[config.mk]
export PLATFORM = sky130hd
export DESIGN_NAME = adc_spi_reader_flat
export DESIGN_NICKNAME = d
export VERILOG_FILES = /design/src/rtl/adc_spi_pkg.sv /design/src/rtl/adc_spi_reader_if.sv /design/src/rtl/adc_spi_reader_sclk_gen.sv /design/src/rtl/adc_spi_reader.sv /design/src/flat_wrapper.sv
export SDC_FILE = /design/constraint.sdc
export NUM_CORES = 1
export LEC_CHECK = 0
export CAP_MARGIN = 10
export CELL_PAD_IN_SITES_DETAIL_PLACEMENT = 1
export CELL_PAD_IN_SITES_GLOBAL_PLACEMENT = 1
export CORE_UTILIZATION = 43
export DETAILED_ROUTE_END_ITERATION = 7
export HOLD_SLACK_MARGIN = 0.06
export PLACE_DENSITY_LB_ADDON = 0.05
export SLEW_MARGIN = 25
export SYNTH_ARGS = -nofsm -noshare
export SYNTH_HDL_FRONTEND = slang
export SYNTH_SLANG_ARGS = --single-unit
[constraint.sdc]
create_clock -name clk -period 2.8 [get_ports clk]
set_clock_uncertainty 0.05 [all_clocks]
set_input_delay 0.56 -clock clk [delete_from_list [all_inputs] [get_ports clk]]
set_output_delay 0.56 -clock clk [all_outputs]
set_load 0.03 [all_outputs]
[src/rtl/adc_spi_pkg.sv]
// Shared constants for the serial ADC reader: timing defaults and FSM encoding.
package adc_spi_pkg;

  localparam int unsigned DEF_NB_ADC     = 12;
  localparam int unsigned DEF_NB_FRAME   = 16;
  localparam int unsigned DEF_LEAD_ZEROS = 4;
  localparam int unsigned DEF_CLK_DIV    = 2;
  localparam int unsigned DEF_T_QUIET    = 3;

  // System-clock cycles spent in SHIFT for the default timing.
  localparam int unsigned FRAME_CYCLES = 2 * DEF_CLK_DIV * DEF_NB_FRAME;

  localparam int unsigned ST_W = 3;
  typedef logic [ST_W-1:0] state_t;

  localparam logic [ST_W-1:0] IDLE     = 3'd0;
  localparam logic [ST_W-1:0] CS_SETUP = 3'd1;
  localparam logic [ST_W-1:0] SHIFT    = 3'd2;
  localparam logic [ST_W-1:0] CS_HOLD  = 3'd3;
  localparam logic [ST_W-1:0] QUIET    = 3'd4;

  // Counter width for a count range of 'bound' values, never below one bit.
  function automatic int unsigned cnt_w(input int unsigned bound);
    return (bound > 1) ? $clog2(bound) : 1;
  endfunction

endpackage

[src/rtl/adc_spi_reader_if.sv]
// Scan-controller handshake plus the SPI pins of the serial ADC reader.
interface adc_spi_reader_if #(
  parameter int unsigned NB_ADC = adc_spi_pkg::DEF_NB_ADC
);

  logic              i_adc_trig;
  logic              o_adc_done;
  logic [NB_ADC-1:0] o_adc_data;
  logic              o_busy;
  logic              o_overrun;
  logic              o_spi_cs_n;
  logic              o_spi_sclk;
  logic              i_spi_miso;

  // Reader side.
  modport slave (
    input  i_adc_trig, i_spi_miso,
    output o_adc_done, o_adc_data, o_busy, o_overrun, o_spi_cs_n, o_spi_sclk
  );

  // Scan controller / ADC side.
  modport master (
    output i_adc_trig, i_spi_miso,
    input  o_adc_done, o_adc_data, o_busy, o_overrun, o_spi_cs_n, o_spi_sclk
  );

endinterface

[src/rtl/adc_spi_reader_sclk_gen.sv]
// SCLK generator: half-period divider, registered sclk, rise and end-of-high strobes.
// While run is high it alternates high/low phases of CLK_DIV cycles, starting with
// a high phase; the CS setup time is that first high phase.
module spi_sclk_gen
  import adc_spi_pkg::*;
#(
  parameter int unsigned CLK_DIV = DEF_CLK_DIV
) (
  input  logic clk,
  input  logic rst_n,
  input  logic run,
  input  logic last_bit,
  output logic sclk,
  output logic rise_c,
  output logic bit_done_c
);

  localparam int unsigned      CNT_W    = cnt_w(CLK_DIV);
  localparam logic [CNT_W-1:0] CNT_LAST = CNT_W'(CLK_DIV - 1);

  logic [CNT_W-1:0] div_cnt;
  logic             phase_end_c;

  // Strobes for the edge that ends the current phase.
  always_comb begin
    phase_end_c = (div_cnt == CNT_LAST);
    rise_c      = run && !sclk && phase_end_c;
    bit_done_c  = run && sclk && phase_end_c;
  end

  // Divider and sclk register; sclk parks high when idle and after the last bit.
  always_ff @(posedge clk or negedge rst_n) begin
    if (!rst_n) begin
      div_cnt <= '0;
      sclk    <= 1'b1;
    end else if (!run) begin
      div_cnt <= '0;
      sclk    <= 1'b1;
    end else if (phase_end_c) begin
      div_cnt <= '0;
      if (!(sclk && last_bit)) sclk <= ~sclk;
    end else begin
      div_cnt <= div_cnt + CNT_W'(1);
    end
  end

endmodule

[src/rtl/adc_spi_reader.sv]
// Serial ADC front-end: runs one SPI read frame per trigger and presents the sample.
module adc_spi_reader
  import adc_spi_pkg::*;
#(
  parameter int unsigned NB_ADC     = DEF_NB_ADC,
  parameter int unsigned NB_FRAME   = DEF_NB_FRAME,
  parameter int unsigned LEAD_ZEROS = DEF_LEAD_ZEROS,
  parameter int unsigned CLK_DIV    = DEF_CLK_DIV,
  parameter int unsigned T_QUIET    = DEF_T_QUIET
) (
  input logic            clk,
  input logic            i_rst,
  adc_spi_reader_if.slave bus
);

  localparam int unsigned      BIT_W    = cnt_w(NB_FRAME);
  localparam logic [BIT_W-1:0] BIT_LAST = BIT_W'(NB_FRAME - 1);
  localparam int unsigned      Q_W      = cnt_w(T_QUIET);
  localparam logic [Q_W-1:0]   Q_LAST   = Q_W'(T_QUIET - 1);
  // Leading frame bits fall off the top of the shift register.
  localparam int unsigned      SR_W     = NB_FRAME - LEAD_ZEROS;

  state_t            state;
  state_t            state_nxt;
  logic [BIT_W-1:0]  bit_cnt;
  logic [Q_W-1:0]    q_cnt;
  logic [SR_W-1:0]   shift_reg;
  logic              last_bit_c;
  logic              sclk_run_c;
  logic              sclk;
  logic              rise_c;
  logic              bit_done_c;

  logic              cs_n;
  logic              done;
  logic [NB_ADC-1:0] adc_data;
  logic              busy;
  logic              overrun;

  spi_sclk_gen #(
    .CLK_DIV (CLK_DIV)
  ) u_sclk_gen (
    .clk        (clk),
    .rst_n      (i_rst),
    .run        (sclk_run_c),
    .last_bit   (last_bit_c),
    .sclk       (sclk),
    .rise_c     (rise_c),
    .bit_done_c (bit_done_c)
  );

  // State register.
  always_ff @(posedge clk or negedge i_rst) begin
    if (!i_rst) state <= IDLE;
    else        state <= state_nxt;
  end

  // Next-state logic and sclk generator control.
  always_comb begin
    state_nxt  = state;
    last_bit_c = (state == SHIFT) && (bit_cnt == BIT_LAST);
    sclk_run_c = (state == CS_SETUP) || (state == SHIFT);
    case (state)
      IDLE:     if (bus.i_adc_trig) state_nxt = CS_SETUP;
      CS_SETUP: if (bit_done_c) state_nxt = SHIFT;
      SHIFT:    if (bit_done_c && last_bit_c) state_nxt = CS_HOLD;
      CS_HOLD:  state_nxt = QUIET;
      QUIET:    if (q_cnt == Q_LAST) state_nxt = IDLE;
      default:  state_nxt = IDLE;
    endcase
  end

  // Frame bit counter and quiet-time counter; both saturate at their terminal count.
  always_ff @(posedge clk or negedge i_rst) begin
    if (!i_rst) begin
      bit_cnt <= '0;
      q_cnt   <= '0;
    end else begin
      if (state != SHIFT)                  bit_cnt <= '0;
      else if (bit_done_c && !last_bit_c)  bit_cnt <= bit_cnt + BIT_W'(1);
      if (state != QUIET)                  q_cnt <= '0;
      else if (q_cnt != Q_LAST)            q_cnt <= q_cnt + Q_W'(1);
    end
  end

  // MISO shift register, sampled only on the sclk rising edge.
  always_ff @(posedge clk or negedge i_rst) begin
    if (!i_rst)                         shift_reg <= '0;
    else if (state == IDLE)             shift_reg <= '0;
    else if (rise_c && state == SHIFT)  shift_reg <= {shift_reg[SR_W-2:0], bus.i_spi_miso};
  end

  // Registered outputs, decoded from the state being entered.
  always_ff @(posedge clk or negedge i_rst) begin
    if (!i_rst) begin
      cs_n     <= 1'b1;
      done     <= 1'b0;
      adc_data <= '0;
      busy     <= 1'b0;
      overrun  <= 1'b0;
    end else begin
      cs_n <= !((state_nxt == CS_SETUP) || (state_nxt == SHIFT));
      done <= (state_nxt == CS_HOLD);
      busy <= (state_nxt != IDLE);
      if (state == SHIFT && state_nxt == CS_HOLD)
        adc_data <= shift_reg[SR_W-1 -: NB_ADC];
      if (bus.i_adc_trig && state != IDLE)
        overrun <= 1'b1;
    end
  end

  assign bus.o_spi_cs_n = cs_n;
  assign bus.o_spi_sclk = sclk;
  assign bus.o_adc_done = done;
  assign bus.o_adc_data = adc_data;
  assign bus.o_busy     = busy;
  assign bus.o_overrun  = overrun;

endmodule

[src/flat_wrapper.sv]
// flat-port wrapper written by rule: the top's interface ports become plain ports
module adc_spi_reader_flat import adc_spi_pkg::*;
#(
  parameter int unsigned NB_ADC     = DEF_NB_ADC,
  parameter int unsigned NB_FRAME   = DEF_NB_FRAME,
  parameter int unsigned LEAD_ZEROS = DEF_LEAD_ZEROS,
  parameter int unsigned CLK_DIV    = DEF_CLK_DIV,
  parameter int unsigned T_QUIET    = DEF_T_QUIET
)
  (clk, i_rst, bus_i_adc_trig, bus_i_spi_miso, bus_o_adc_done, bus_o_adc_data, bus_o_busy, bus_o_overrun, bus_o_spi_cs_n, bus_o_spi_sclk);
  adc_spi_reader_if #(.NB_ADC(NB_ADC)) bus_i ();
  input logic clk;
  input logic i_rst;
  input wire logic [$bits(bus_i.i_adc_trig)-1:0] bus_i_adc_trig;
  input wire logic [$bits(bus_i.i_spi_miso)-1:0] bus_i_spi_miso;
  output wire logic [$bits(bus_i.o_adc_done)-1:0] bus_o_adc_done;
  output wire logic [$bits(bus_i.o_adc_data)-1:0] bus_o_adc_data;
  output wire logic [$bits(bus_i.o_busy)-1:0] bus_o_busy;
  output wire logic [$bits(bus_i.o_overrun)-1:0] bus_o_overrun;
  output wire logic [$bits(bus_i.o_spi_cs_n)-1:0] bus_o_spi_cs_n;
  output wire logic [$bits(bus_i.o_spi_sclk)-1:0] bus_o_spi_sclk;
  assign bus_i.i_adc_trig = bus_i_adc_trig;
  assign bus_i.i_spi_miso = bus_i_spi_miso;
  assign bus_o_adc_done = bus_i.o_adc_done;
  assign bus_o_adc_data = bus_i.o_adc_data;
  assign bus_o_busy = bus_i.o_busy;
  assign bus_o_overrun = bus_i.o_overrun;
  assign bus_o_spi_cs_n = bus_i.o_spi_cs_n;
  assign bus_o_spi_sclk = bus_i.o_spi_sclk;
  adc_spi_reader #(.NB_ADC(NB_ADC), .NB_FRAME(NB_FRAME), .LEAD_ZEROS(LEAD_ZEROS), .CLK_DIV(CLK_DIV), .T_QUIET(T_QUIET)) u_core (.clk(clk), .i_rst(i_rst), .bus(bus_i));
endmodule
==> results.sh, run 1 <==
export IMPL_crit_path_start="u_core.state[2]$_DFF_PN0_"
export IMPL_clock_sinks=39
export IMPL_cts_resized=0
export IMPL_min_path_type="primary input to async pin"
export IMPL_rsz0062_at_grt="no"
export IMPL_max_stage_delay_ns=0.72
export IMPL_path_max_fanout=12
export IMPL_clkPwrFrac_pct=26.3
export IMPL_critPathBufInv=0
export IMPL_r2r_start="u_core.state[2]$_DFF_PN0_"
export IMPL_slew_viol_final=0
export IMPL_setup_violations=0
export IMPL_antenna_found_initial=0
export IMPL_p_switching_mw=0.443
export IMPL_clkSlewWorstSetupHoldPaths_ns=0.07
export IMPL_grt_pass1_wl_microns=5400
export IMPL_die_w_microns=63.7
export IMPL_ys_warn_count=0
export IMPL_cts_setup_buffers=0
export IMPL_hold_viol=0
export IMPL_dr_first_iter_drc_count=70
export IMPL_h_tree_depth=2
export IMPL_startpoint_type="flop"
export IMPL_ys_types=31
export IMPL_gp_congestion=0.789
export IMPL_avgSynthCellArea_sq_um=12.3
export IMPL_hold_ws_ns=0.339
export IMPL_syn_cell_area_sq_um=1640
export IMPL_seqPwrFrac_pct=50.1
export IMPL_power_density_nw_per_um2=711
export IMPL_dpl_hpwl_microns=2070
export IMPL_coreArea_sq_um=3660
export IMPL_ios=21
export IMPL_cts_root_buf="clkbuf_8"
export IMPL_initial_utilization_pct=44.8
export IMPL_max_slew_margin_rel_pct=41.7
export IMPL_via_per_inst=5.21
export IMPL_setup_tns_final_ns=0
export IMPL_swShare_pct=32.2
export IMPL_comb_power_share_pct=23.6
export IMPL_synth_nets=139
export IMPL_track_usage_pct=17.7
export IMPL_cp_required_ns=2.93
export IMPL_area_delta_synth_final_pct=18.0
export IMPL_worst_pin_slew_ns=0.875
export IMPL_numCtsBuffers=5
export IMPL_post_route_util_pct=52.8
export IMPL_power_leakage_nw=0.973
export IMPL_placement_rows=22
export IMPL_overflow=0
export IMPL_crit_path_frequent_cell="or3b_1"
export IMPL_final_layout_size_suffix_gt1_share_pct=16.1
export IMPL_crit_slowest_cell="or3b_1"
export IMPL_die_y_microns=63.7
export IMPL_dr_pass1_iters=4
export IMPL_ant_nets=0
export IMPL_wl_microns=3090
export IMPL_synthesis_instances=133
export IMPL_cts_tree="done"
export IMPL_insertion_delay_ns=0.29
export IMPL_cts_max_path_buffers=2
export IMPL_antenna_cells=0
export IMPL_end_kind="flop"
export IMPL_p_int_mw=0.932
export IMPL_fmax_mhz=453
export IMPL_ir_drop_v=0.000316
export IMPL_dieArea_sq_um=4060
export IMPL_grt_pass1_vias=1155
export IMPL_postCtsHoldBufs=0
export IMPL_remaining_drc_errors=0
export IMPL_portBuffers=20
export IMPL_crit_chain="or3b_1 -> or3b_1 -> mux2i_1 -> nor2_1"
export IMPL_post_drt_wl_per_cell_microns=15.2
export IMPL_fin_crit_sh_pct=78.9
export IMPL_nNetsFinal=160
export IMPL_period_minus_slack_ns=2.21
export IMPL_num_vias=1057
export IMPL_cp_top_family="simple AND/OR/NAND/NOR gates"
export IMPL_grt_max_degree=40
export IMPL_ys_ff_latch=39
export IMPL_status="completed"
export IMPL_ys_seq_area_share_pct=59.7
export IMPL_cp_data_arrival_time_ns=2.34
export IMPL_cap_viol_max_count=0
export IMPL_crit_type="flop to flop"
power by group through the flow:
stage                     Combinational, mW  Clock, mW  Sequential [mW]
after global routing                  0.365      0.399            0.700
after floorplan                       0.241          0            0.697
after global placement                0.318          0            0.698
after CTS                             0.333      0.376            0.690
final                                 0.325      0.361            0.689
after detailed placement              0.332          0            0.701
layout make-up:
cell class | instances | area (sq um)
inverter | 2 | 7.51
clock buffer | 8 | 80.1
sequential | 39 | 978
timing repair buffer | 22 | 210
fill | 402 | 1730
multi-input combinational | 84 | 598
tap | 48 | 60.1
synth_stat cells:
library cell / count / area (sq um)
dfrtp_1: 37 / 926
nor2_1: 21 / 78.8
mux2i_1: 13 / 130
mux2_2: 12 / 135
a21oi_1: 4 / 20.0
nand2_1: 4 / 15.0
nand3_1: 3 / 15.0
nor3_1: 3 / 15.0
buf_2: 2 / 10.0
buf_4: 2 / 15.0
buf_6: 2 / 22.5
clkbuf_1: 2 / 7.51
dfstp_2: 2 / 52.6
ha_1: 2 / 25.0
inv_1: 2 / 7.51
nand2b_1: 2 / 12.5
o21ai_0: 2 / 10.0
o21bai_1: 2 / 15.0
or3_1: 2 / 12.5
or3b_1: 2 / 17.5
xor2_1: 2 / 17.5
a211oi_1: 1 / 7.51
a21o_1: 1 / 7.51
nand4b_1: 1 / 8.76
nor2b_1: 1 / 6.26
nor3_2: 1 / 10.0
nor4b_1: 1 / 8.76
o22ai_1: 1 / 6.26
or2_2: 1 / 6.26
or3b_2: 1 / 8.76
xnor2_1: 1 / 8.76
layer usage:
metal | GRT usage [%] | up-vias | share of wire (%)
li1 | - | 494 | -
met4 | 10.2 | 0 | 1.8
met5 | 0 | - | 0
met2 | 27.7 | 16 | 49
met3 | 3.21 | 7 | 2.7
met1 | 23.1 | 540 | 46
worst paths after layout:
path | to | slack (ns) | depth (start not counted)
max | u_core.shift_reg[2]$_DFFE_PN0P_ | 0.59 | 4
max in group asynchronous | u_core.u_sclk_gen.div_cnt$_DFF_PN0_ | 1.82 | 1
max reg2reg | u_core.shift_reg[2]$_DFFE_PN0P_ | 0.59 | 4
min in group clk | u_core.bus.o_overrun$_DFFE_PN0P_ | 0.45 | 1
min reg2reg | u_core.bus.o_overrun$_DFFE_PN0P_ | 0.45 | 1
min | u_core.q_cnt[0]$_DFFE_PN0P_ | 0.34 | 1
layout by cell type, fill, tap and decap left out, drive strengths merged, types with 4 or more instances in the layout:
master / instances
clkdlybuf4s50: 19
mux2i: 13
nor2: 21
clkbuf: 8
nand2: 4
mux2: 12
dfrtp: 37
a21oi: 4
nor3: 4
worst register-to-register path, stage by stage, from the launching register on:
cell	delay, ns
dfrtp_1	0.48
or3b_1	0.52
or3b_1	0.72
mux2i_1	0.27
nor2_1	0.06
per-stage QoR:
step / total power, mW / instances / setup slack [ns] / cell area, sq um
detailed placement: 1.03 / 195 / 0.591 / 1850
global route: 1.46 / 203 / 0.475 / 1930
CTS: 1.40 / 203 / 0.576 / 1930
floorplan: 0.938 / 133 / 0.768 / 1640
global placement: 1.02 / 195 / 0.650 / 1850
finish: 1.38 / 203 / 0.591 / 1930
cell families (layout without fill, tap and decap cells):
family	count (synthesis)	in the layout	share of synthesized area, %
AO/OA/AOI/OAI	11	11	4.05
XOR/XNOR	3	3	1.60
adder cells (fa/ha/maj)	2	2	1.53
buffers and inverters	10	32	3.82
flip-flops	39	39	59.7
multiplexers	25	25	16.2
AND/OR/NAND/NOR	43	43	13.1
No activity file was read; power rests on OpenSTA's default activity.
==> run 2: changes to the inputs <==
--- a/config.mk
+++ b/config.mk
@@ -8,7 +8,7 @@
 export CAP_MARGIN = 10
 export CELL_PAD_IN_SITES_DETAIL_PLACEMENT = 1
 export CELL_PAD_IN_SITES_GLOBAL_PLACEMENT = 1
-export CORE_UTILIZATION = 43
+export CORE_UTILIZATION = 39
 export DETAILED_ROUTE_END_ITERATION = 7
 export HOLD_SLACK_MARGIN = 0.06
 export PLACE_DENSITY_LB_ADDON = 0.05
==> constraint.sdc (replaced) <==
create_clock -name clk -period 1.8 [get_ports clk]
set_clock_uncertainty 0.05 [all_clocks]
set_input_delay 0.36 -clock clk [delete_from_list [all_inputs] [get_ports clk]]
set_output_delay 0.36 -clock clk [all_outputs]
set_load 0.03 [all_outputs]
==> results.sh, run 2 (synthesized netlist as in run 1, its figures left out) <==
export IMPL_critPathBufInv=2
export IMPL_antenna_found_initial=0
export IMPL_max_stage_delay_ns=0.40
export IMPL_regToRegEndpoint="u_core.bus.o_adc_data[7]$_DFFE_PN0P_"
export IMPL_slew_viol_final=0
export IMPL_cts_root_buf="clkbuf_8"
export IMPL_ant_nets=0
export IMPL_r2r_slack_ns=0.03
export IMPL_via_per_inst=4.97
export IMPL_grt_pass1_wl_microns=5170
export IMPL_h_tree_depth=2
export IMPL_final_common_cell="dfrtp_1"
export IMPL_overflow=0
export IMPL_dieArea_sq_um=4470
export IMPL_ir_drop_v=0.000658
export IMPL_clkSlewWorstSetupHoldPaths_ns=0.08
export IMPL_crit_slowest_cell="or3b_4"
export IMPL_ios=21
export IMPL_dp_cells=204
export IMPL_path_max_fanout=15
export IMPL_num_vias=1054
export IMPL_initial_utilization_pct=40.7
export IMPL_insertion_delay_ns=0.29
export IMPL_wl_microns=3180
export IMPL_status="completed"
export IMPL_setup_violations=0
export IMPL_grt_max_degree=40
export IMPL_power_density_nw_per_um2=1150
export IMPL_die_y_microns=66.8
export IMPL_cp_top_family="simple AND/OR/NAND/NOR gates"
export IMPL_portBuffers=20
export IMPL_grt_pass1_vias=1066
export IMPL_antenna_cells=0
export IMPL_cp_required_ns=1.93
export IMPL_remaining_drc_errors=0
export IMPL_dpl_hpwl_microns=2120
export IMPL_die_w_microns=66.8
export IMPL_cts_tree="done"
export IMPL_dr_first_iter_drc_count=41
export IMPL_period_minus_slack_ns=1.77
export IMPL_crit_path_start="u_core.state[2]$_DFF_PN0_"
export IMPL_path_depth=5
export IMPL_fin_crit_sh_pct=98.1
export IMPL_endpoint="u_core.bus.o_adc_data[7]$_DFFE_PN0P_"
export IMPL_track_usage_pct=16.2
export IMPL_reg2regPathDepth=5
export IMPL_post_drt_wl_per_cell_microns=15.0
export IMPL_final_cell_mix="dfrtp_1, nor2_1, clkdlybuf4s50_1, mux2i_1, mux2_4"
export IMPL_end_kind="flop"
export IMPL_cp_data_arrival_time_ns=1.89
export IMPL_dr_pass1_iters=2
export IMPL_cts_max_path_buffers=2
export IMPL_area_delta_synth_final_pct=28.2
export IMPL_coreArea_sq_um=4030
export IMPL_clock_sinks=39
export IMPL_r2r_start="u_core.state[2]$_DFF_PN0_"
export IMPL_startpoint_type="flop"
export IMPL_gp_congestion=0.682
export IMPL_worst_pin_slew_ns=0.493
export IMPL_fmax_mhz=566
export IMPL_placement_rows=23
export IMPL_setup_tns_final_ns=0
export IMPL_max_slew_margin_rel_pct=67.1
export IMPL_cap_viol_max_count=0
export IMPL_rsz0062_at_grt="yes"
export IMPL_hold_viol=0
export IMPL_crit_type="flop to flop"
export IMPL_nNetsFinal=167
export IMPL_crit_chain="or3b_4 -> buf_6 -> nor3_4 -> buf_12 -> mux2_2"
export IMPL_cts_setup_buffers=0
export IMPL_final_layout_size_suffix_gt1_share_pct=22.8
export IMPL_power_leakage_nw=1.06
export IMPL_min_path_type="primary input to async pin"
export IMPL_numCtsBuffers=5
export IMPL_finalNonFillerCells=212
run 2: cell types whose count changed in the layout (fill, tap and decap cells not counted), moves of 2 or more:
cell | before | now
mux2_2 | 12 | 2
mux2_4 | 0 | 10
buf_4 | 2 | 6
clkbuf_1 | 3 | 0
buf_12 | 0 | 2
clkdlybuf4s50_1 | 19 | 17
dlygate4sd2_1 | 0 | 2
or3b_1 | 2 | 0
or3b_4 | 0 | 2
run 2: worst min-delay path by stage:
stage	start	cells past startpoint	slack (ns)	end
floorplan	i_rst	0	0.01	u_core.bit_cnt[0]$_DFFE_PN0P_
global placement	i_rst	2	0.39	u_core.bit_cnt[2]$_DFFE_PN0P_
detailed placement	i_rst	2	0.40	u_core.bit_cnt[2]$_DFFE_PN0P_
CTS	i_rst	2	0.08	u_core.u_sclk_gen.div_cnt$_DFF_PN0_
global route	i_rst	2	0.11	u_core.u_sclk_gen.div_cnt$_DFF_PN0_
finish	i_rst	2	0.06	u_core.u_sclk_gen.div_cnt$_DFF_PN0_
run 2: through the flow:
stage          worst slack [ns]  total power, mW  instance area (sq um)  hold WS (ns)  utilization, %
2_1_floorplan            -0.151             1.47                   1680        0.0144               -
3_3_place_gp             0.0638             1.67                   1970         0.389            48.8
3_5_place_dp             0.0139             1.69                   1970         0.398            48.8
4_1_cts                 0.00425             2.45                   2090        0.0849            51.8
5_1_grt                 -0.0342             2.55                   2100         0.106            52.2
6_report                 0.0345             2.42                   2100        0.0644            52.2
run 2: repair_timing:
item,in CTS,in global routing
cloned,0,0
hold buffers,0,0
endpoints found under the hold margin,0,0
endpoints found under the setup margin,3,21
resized for setup,3,5
run 2: per-layer routing:
layer / global-route usage (%) / vias to the layer above / part of all wire (%)
li1: - / 508 / -
met1: 21.9 / 519 / 48
met2: 23.9 / 21 / 47
met3: 4.11 / 6 / 3.5
met4: 7.98 / 0 / 1.6
met5: 0 / - / 0
run 2: worst reg2reg max path, stage by stage (launching register included):
cell	delay [ns]
dfrtp_1	0.39
or3b_4	0.40
buf_6	0.14
nor3_4	0.14
buf_12	0.18
mux2_2	0.35
run 2: layout make-up:
cell class                 instances  area, sq um
multi-input combinational         84          647
clock inverter                     2         35.0
tap                               50         62.6
sequential                        39          978
timing repair buffer              29          289
inverter                           2         7.51
fill                             432         1930
clock buffer                       6         82.6
run 2: where the power goes:
group | internal, mW | total, mW | switching, mW
registers | 0.969 | 1.02 | 0.0520
logic | 0.261 | 0.643 | 0.382
clock network | 0.449 | 0.754 | 0.305
total | 1.68 | 2.42 | 0.739
==> run 3: changes to the inputs <==
--- a/config.mk
+++ b/config.mk
@@ -12,7 +12,7 @@
 export DETAILED_ROUTE_END_ITERATION = 7
 export HOLD_SLACK_MARGIN = 0.06
 export PLACE_DENSITY_LB_ADDON = 0.05
-export SLEW_MARGIN = 25
+export SLEW_MARGIN = 10
 export SYNTH_ARGS = -nofsm -noshare
 export SYNTH_HDL_FRONTEND = slang
 export SYNTH_SLANG_ARGS = --single-unit
==> results of run 3 <==
No change in the layout: final DEF, timing and power equal those of run 2.
